--- config.mk ---
export PLATFORM = sky130hd
export DESIGN_NAME = pipe_skid_reg
export DESIGN_NICKNAME = d
export VERILOG_FILES = /design/src/rtl/pipe_pkg.sv /design/src/rtl/sat_counter.sv /design/src/rtl/pipe_skid_reg.sv
export SDC_FILE = /design/constraint.sdc
export NUM_CORES = 1
export LEC_CHECK = 0
export ABC_AREA = 1
export CAP_MARGIN = 20
export CORE_MARGIN = 4
export CORE_UTILIZATION = 51
export DETAILED_ROUTE_END_ITERATION = 8
export PLACE_DENSITY = 0.81
export SETUP_SLACK_MARGIN = 0.4
export SLEW_MARGIN = 20
export SYNTH_ARGS = -nofsm -noshare
export SYNTH_HDL_FRONTEND = slang
export SYNTH_SLANG_ARGS = --single-unit
--- constraint.sdc ---
create_clock -name CLK -period 1.65 [get_ports CLK]
set_input_delay 0.2475 -clock CLK [delete_from_list [all_inputs] [get_ports CLK]]
set_output_delay 0.2475 -clock CLK [all_outputs]
set_load 0.05 [all_outputs]
--- src/rtl/pipe_pkg.sv ---
// Shared types for pipeline stage registers: occupancy state and its width.
package pipe_pkg;

  typedef enum logic [1:0] {
    EMPTY = 2'd0,
    BUSY  = 2'd1,
    FULL  = 2'd2
  } pipe_state_t;

  localparam int unsigned OCC_W = 2;

  function automatic logic [OCC_W-1:0] occ_of(input pipe_state_t s);
    logic [OCC_W-1:0] occ;
    occ = '0;
    case (s)
      EMPTY:   occ = 2'd0;
      BUSY:    occ = 2'd1;
      FULL:    occ = 2'd2;
      default: occ = '0;
    endcase
    return occ;
  endfunction

endpackage

--- src/rtl/sat_counter.sv ---
// Saturating up-counter with synchronous clear taking priority over increment.
module sat_counter #(
  parameter int unsigned W = 16
) (
  input  logic         clk,
  input  logic         rst_n,
  input  logic         inc,
  input  logic         clr,
  output logic [W-1:0] count
);

  always_ff @(posedge clk or negedge rst_n) begin
    if (!rst_n) begin
      count <= '0;
    end else if (clr) begin
      count <= '0;
    end else if (inc && (count != '1)) begin
      count <= count + W'(1);
    end
  end

endmodule

--- src/rtl/pipe_skid_reg.sv ---
// Valid/ready pipeline stage register with optional two-entry skid buffer,
// synchronous flush and a saturating backpressure (stall) cycle counter.
module pipe_skid_reg
  import pipe_pkg::*;
#(
  parameter int unsigned WIDTH = 32,
  parameter int unsigned SKID  = 1,
  parameter int unsigned CNT_W = 16
) (
  input  logic             CLK,
  input  logic             nRST,
  input  logic             in_valid,
  output logic             in_ready,
  input  logic [WIDTH-1:0] in_data,
  output logic             out_valid,
  input  logic             out_ready,
  output logic [WIDTH-1:0] out_data,
  input  logic             flush,
  input  logic             cnt_clr,
  output logic [OCC_W-1:0] occupancy,
  output logic [CNT_W-1:0] stall_cnt
);

  pipe_state_t      state_q;
  pipe_state_t      state_d;
  logic [WIDTH-1:0] main_q;
  logic [WIDTH-1:0] skid_q;
  logic             in_xfer;
  logic             out_xfer;
  logic             load_in;
  logic             load_skid;

  assign out_valid = (state_q != EMPTY);
  assign out_data  = main_q;
  assign occupancy = occ_of(state_q);

  assign in_xfer   = in_valid & in_ready;
  assign out_xfer  = out_valid & out_ready;
  assign load_in   = in_xfer & ((state_q == EMPTY) | out_xfer);
  assign load_skid = (state_q == FULL) & out_xfer;

  always_comb begin
    state_d = state_q;
    if (flush) begin
      state_d = EMPTY;
    end else begin
      case (state_q)
        EMPTY: if (in_xfer) state_d = BUSY;
        BUSY: begin
          // Without a skid slot in_xfer implies out_xfer, so FULL is unreachable.
          if (in_xfer && !out_xfer)      state_d = (SKID != 0) ? FULL : BUSY;
          else if (!in_xfer && out_xfer) state_d = EMPTY;
        end
        FULL:    if (out_xfer) state_d = BUSY;
        default: state_d = EMPTY;
      endcase
    end
  end

  always_ff @(posedge CLK or negedge nRST) begin
    if (!nRST) begin
      state_q <= EMPTY;
      main_q  <= '0;
    end else begin
      state_q <= state_d;
      if (flush)          main_q <= '0;
      else if (load_in)   main_q <= in_data;
      else if (load_skid) main_q <= skid_q;
    end
  end

  generate
    if (SKID != 0) begin : gen_skid
      logic ready_q;

      always_ff @(posedge CLK or negedge nRST) begin
        if (!nRST) begin
          skid_q  <= '0;
          ready_q <= 1'b1;
        end else begin
          if (flush) begin
            skid_q <= '0;
          end else if ((state_q == BUSY) && in_xfer && !out_xfer) begin
            skid_q <= in_data;
          end
          // Registered so upstream never sees a combinational path from out_ready.
          ready_q <= (state_d != FULL);
        end
      end

      assign in_ready = ready_q;
    end else begin : gen_noskid
      assign skid_q   = '0;
      assign in_ready = out_ready | ~out_valid;
    end
  endgenerate

  sat_counter #(
    .W (CNT_W)
  ) u_stall_cnt (
    .clk   (CLK),
    .rst_n (nRST),
    .inc   (out_valid & ~out_ready & ~flush),
    .clr   (cnt_clr),
    .count (stall_cnt)
  );

endmodule

; ---- After elaboration in Yosys (flattened, before gate mapping)
; Index checks and enable logic that the tools add are counted.
[word_totals]
ramBits = 0
regBits = 83
in_bits = 38
out_inout_bits = 52
mem_bits_ro = 0
latch_bits = 0
memories = 0
[op_classes]
n_bitwise = 9
add_sub_neg = 1
shifts = 0
reduce_logical = 12
n_div = 0
n_lt_le_gt_ge = 0
eq_ne = 4
multipliers = 0
n_mux = 14
[op_table]
columns = cell, count
row1 = 32-bit 2-to-1 mux, 5
row2 = 16-bit 2-to-1 mux, 2
row3 = 16-bit by 1-bit adder with 16-bit output (second input constant), 1
row4 = 16-bit != test (second input constant), 1
row5 = 2-bit 2-to-1 mux, 5
row6 = 1-bit AND, 6
row7 = 2-bit case mux with 3 select lines, 1
row8 = 2-bit nonzero test, 3
row9 = 1-bit logical AND, 5
row10 = 2-bit case mux with 2 select lines, 1
row11 = 3-bit nonzero test, 1
row12 = 2-bit by 1-bit == test with 1-bit output (second input constant), 1
row13 = 2-bit == test (second input constant), 1
row14 = 1-bit zero test, 2
row15 = 2-bit zero test, 1
row16 = 2-bit != test (second input constant), 1
row17 = 1-bit inverter, 2
row18 = 1-bit bitwise OR, 1

; ---- Depth between registers and ports, before layout
[depth]
word_depth = 8
ltp_mapped = 10
mapped_depth_nobuf = 9

; ---- Hierarchy
; A second synthesis with hierarchy kept.
[unflattened]
cells_unflattened = 548
hier_area_um2 = 4097.7
[modules_own_cells]
columns = mod, cells_per_inst, area_each_um2, n_inst
row1 = pipe_skid_reg, 404, 3060.4, 1
row2 = sat_counter, 144, 1037.2, 1

; ---- Worst setup path after synthesis
; Ideal clock, no wire load.
[synth_timing]
kind = reg2reg
from = reg u_stall_cnt.count[1]
to = reg u_stall_cnt.count[12]
setup_slack_ps = -213
setup_time_ps = 66
path_stages_with_launch = 11
arrival_ps = 1797
synth_period_minus_slack_ps = 1863
cell_sequence = dfrtp_1 ha_1 nand3_2 inv_2 nand2_2 nor2_4 nor2_4 nor2_8 buf_6 nand2_1 nand2_1
[synth_between]
elab_chain_len = 3
word_cells_on_any_way = 6
[synth_lines]
columns = element, line
row1 = start: declaration, sat_counter.sv:9  ; output logic [W-1:0] count
row2 = start signal: assignment, sat_counter.sv:18  ; count <= count + W'(1);
row3 = 16-bit by 1-bit adder with 16-bit output / 16-bit != test (equally long branches), "sat_counter.sv:18, sat_counter.sv:17"
row4 = 16-bit 2-to-1 mux / 1-bit logical AND (equally long branches), sat_counter.sv:17  ; end else if (inc && (count != '1)) begin
row5 = 16-bit 2-to-1 mux / 2-bit nonzero test (equally long branches), --
; Parallel ways exist; a longest one is shown, timed or not. The select of a mux whose other input is x is not followed.
; A chain may end at the register's enable or synchronous reset.

; ---- Final worst setup path
[layout_timing]
from = reg u_stall_cnt.count[0]
to = reg u_stall_cnt.count[6]
; Same word-level chain as after synthesis.

==> results.json <==
{
  "clk_latency_ns": 0.38,
  "grt_use_total": 0.2550,
  "r2r_end": "u_stall_cnt.count[6]",
  "htreeDepth": 3,
  "fin_area_um2": 7020,
  "tritoncts": "yes",
  "fp.dieW_um": 97.13,
  "power_density_nw_per_um2": 722.1,
  "reg2reg_from": "u_stall_cnt.count[0]",
  "antenna_found_initial": 0,
  "synth_commonest_cells": "nand2_1 (127), inv_1 (107), dfrtp_1 (82)",
  "die_y_um": 97.13,
  "avgSynthCellArea_um2": 7.944,
  "power.leakage_nw": 3.304,
  "cap_violations": 0,
  "reg2reg_depth": 7,
  "clock_sinks": 83,
  "wl_per_cell_um": 25.42,
  "nNetsFinal": 710,
  "route.detailed.drc": 0,
  "initial_core_util": 0.5243,
  "cts_buffers": 9,
  "numPortBuffers": 89,
  "fmax_mhz": 571.3,
  "areaGrowthSynthToFinish_pct": 73.29,
  "ys.flop_type": "dfrtp_1",
  "relSlewSlack": 0.6733,
  "drive_above_1_share": 0.4467,
  "n_antenna_cell": 0,
  "r2r_slack_ns": -0.10,
  "cts_root_buffer": "clkbuf_8",
  "critPathRequiredTime_ns": 1.96,
  "cts.path.max_buffers": 2,
  "grt_pass1_wl_mm": 19.72,
  "status": "complete, but fails checks",
  "yosysTopAreaCell": "dfrtp_1",
  "grt_max_degree": 38,
  "fin_util": 0.9085,
  "yosysMostFrequentCell": "nand2_1",
  "dr_total_vias": 4944,
  "finalMaxSlewViolations": 0,
  "pre_cts_ws_ns": -0.008636,
  "netlist_area_um2": 4051,
  "yosys_register_bits": 83,
  "dieArea_um2": 9434,
  "endpoint_kind": "flip-flop",
  "first_pass_iters": 5,
  "drt_iter0_drc": 712,
  "finalHoldViolations": 0,
  "place_area_um2": 5176,
  "tns_ns": -0.2747,
  "failed_checks": "negative setup slack",
  "worstPathArrival_ns": 2.06,
  "postSynthCellCount": 510,
  "gp_congestion": 0.8770,
  "dp.final_hpwl_mm": 6.785,
  "ios": 90,
  "path_class": "reg -> reg",
  "final_antenna_net_count": 0,
  "syn-num-nets": 549,
  "fin_crit_sh": 1.061,
  "tightest_slew_ns": 0.4901,
  "yosysSeqAreaShare": 0.5130,
  "path_clk_slew_ns": 0.10,
  "rsz0062_at_grt": "true",
  "async_flop_share": 1.000,
  "grt_pass1_vias": 4075,
  "fill_cells": 273,
  "setup_viol": 8,
  "ys_types": 29,
  "hold_class": "in -> async",
  "timing.final.ws_setup_ns": -0.1004,
  "crit_fanout": 3,
  "grt_overflow": 0,
  "fin_worst_skew_ns": 0.01563,
  "synth-edff-count": 0,
  "fin_crit_ns": 1.750,
  "synth_warnings": 0,
  "synthTopCellsByArea": "dfrtp_1 (51%), nand2_1 (12%), inv_1 (9.9%)",
  "vias_per_cell": 6.355,
  "dp.cells": 697,
  "rows": 32,
  "core_area_um2": 7727,
  "route.final.wire_length_mm": 19.77,
  "peakVddDrop_uv": 637.0,
  "crit_path_start_kind": "flip-flop",
  "instances_no_fill": 778,
  "yosys.area.top_type_share": 0.5065
}
cell type report:
cell class                      instances  area [um^2]  area share
Tap cell                              102        127.6     0.01818
Inverter                              110        426.7     0.06077
Timing Repair Buffer                  171         1971      0.2807
Sequential cell                        83         2100      0.2991
Multi-Input combinational cell        296         2186      0.3114
Clock buffer                           10        137.6     0.01960
Clock inverter                          6        72.57     0.01034
worst max-delay path, cell delays in order (launching register included):
cell,delay [ns]
dfrtp_2,0.42
ha_4,0.16
nand3_4,0.09
buf_4,0.18
nor2_1,0.30
xor2_1,0.27
nand3_1,0.13
nand2_1,0.11
metrics by stage:
step,hold WS (ns),power (mW)
final,0.3606,5.070
after global routing,0.3917,5.188
after CTS,0.3789,4.597
after detailed placement,0.2269,2.942
after global placement,0.2270,2.931
after floorplan,-0.04809,2.626
cells in the final DEF, fill, tap and decap left out, types with 2 or more instances in the layout:
cell type,n
nand3_1,9
buf_6,33
nand2_4,22
or2_2,2
clkbuf_8,10
inv_4,4
dfrtp_2,17
buf_12,13
o22ai_1,2
buf_4,66
clkbuf_16,8
o21ai_1,37
clkinv_4,2
inv_1,103
clkdlybuf4s50_1,36
nand2_2,27
buf_8,9
o22ai_4,13
dfrtp_1,65
nor2_4,7
o21bai_1,4
nand2_1,79
inv_2,2
nor2_1,16
buf_16,5
o21ai_4,3
nand3_2,2
nand4_1,16
xor2_1,4
o21ai_2,26
o22ai_2,17
what timing repair did:
action | CTS | global route
setup buffers | 26 | 22
endpoints found under the setup margin | 101 | 107
cloned | 5 | 11
hold buffers | 1 | 0
endpoints found under the hold margin | 32 | 0
pin swaps | 7 | 40
gates resized for setup | 49 | 175
flip-flops by register name (all words and copies together) (netlist names):
signal and flops:
skid_q 32, out_data 32, state_q 2, in_ready 1, u_stall_cnt.count 16
logic make-up after synthesis:
| logic type | count (synthesis) | share of synthesized area |
|---|---|---|
| buffers and inverters | 132 | 0.1294 |
| AO/OA/AOI/OAI | 107 | 0.1489 |
| AND/OR/NAND/NOR | 183 | 0.1970 |
| adder cells (fa/ha/maj) | 1 | 0.003088 |
| flip-flops | 83 | 0.5130 |
| XOR/XNOR | 4 | 0.008646 |
per-layer routing:
metal  share of wire  global-route usage  routed length, um  up-vias
met1            0.34              0.3222               6696     2332
li1                -                   -                  -     1936
met3            0.11             0.07394               2164      172
met2            0.47              0.4151               9348      504
met4           0.079             0.09719               1565        0
met5               0                   0                  0        -
report_power, final:
part	internal [mW]	switching, mW	total [mW]	leakage, nW
Combinational	0.518	0.752	1.27	2.08
Clock	0.761	0.887	1.65	0.109
Sequential	2.10	0.0550	2.15	1.12
worst max path at each step:
| stage | from | endpoint | cells past startpoint |
|---|---|---|---|
| 6_report | u_stall_cnt.count[0] | u_stall_cnt.count[6] | 7 |
| 5_1_grt | u_stall_cnt.count[14] | u_stall_cnt.count[13] | 9 |
| 4_1_cts | state_q[1] | occupancy[0] | 4 |
| 3_5_place_dp | out_ready | out_data[18] | 8 |
| 3_3_place_gp | out_ready | out_data[5] | 8 |
| 2_1_floorplan | u_stall_cnt.count[1] | u_stall_cnt.count[12] | 10 |
Power figures use the tool's default switching activity.
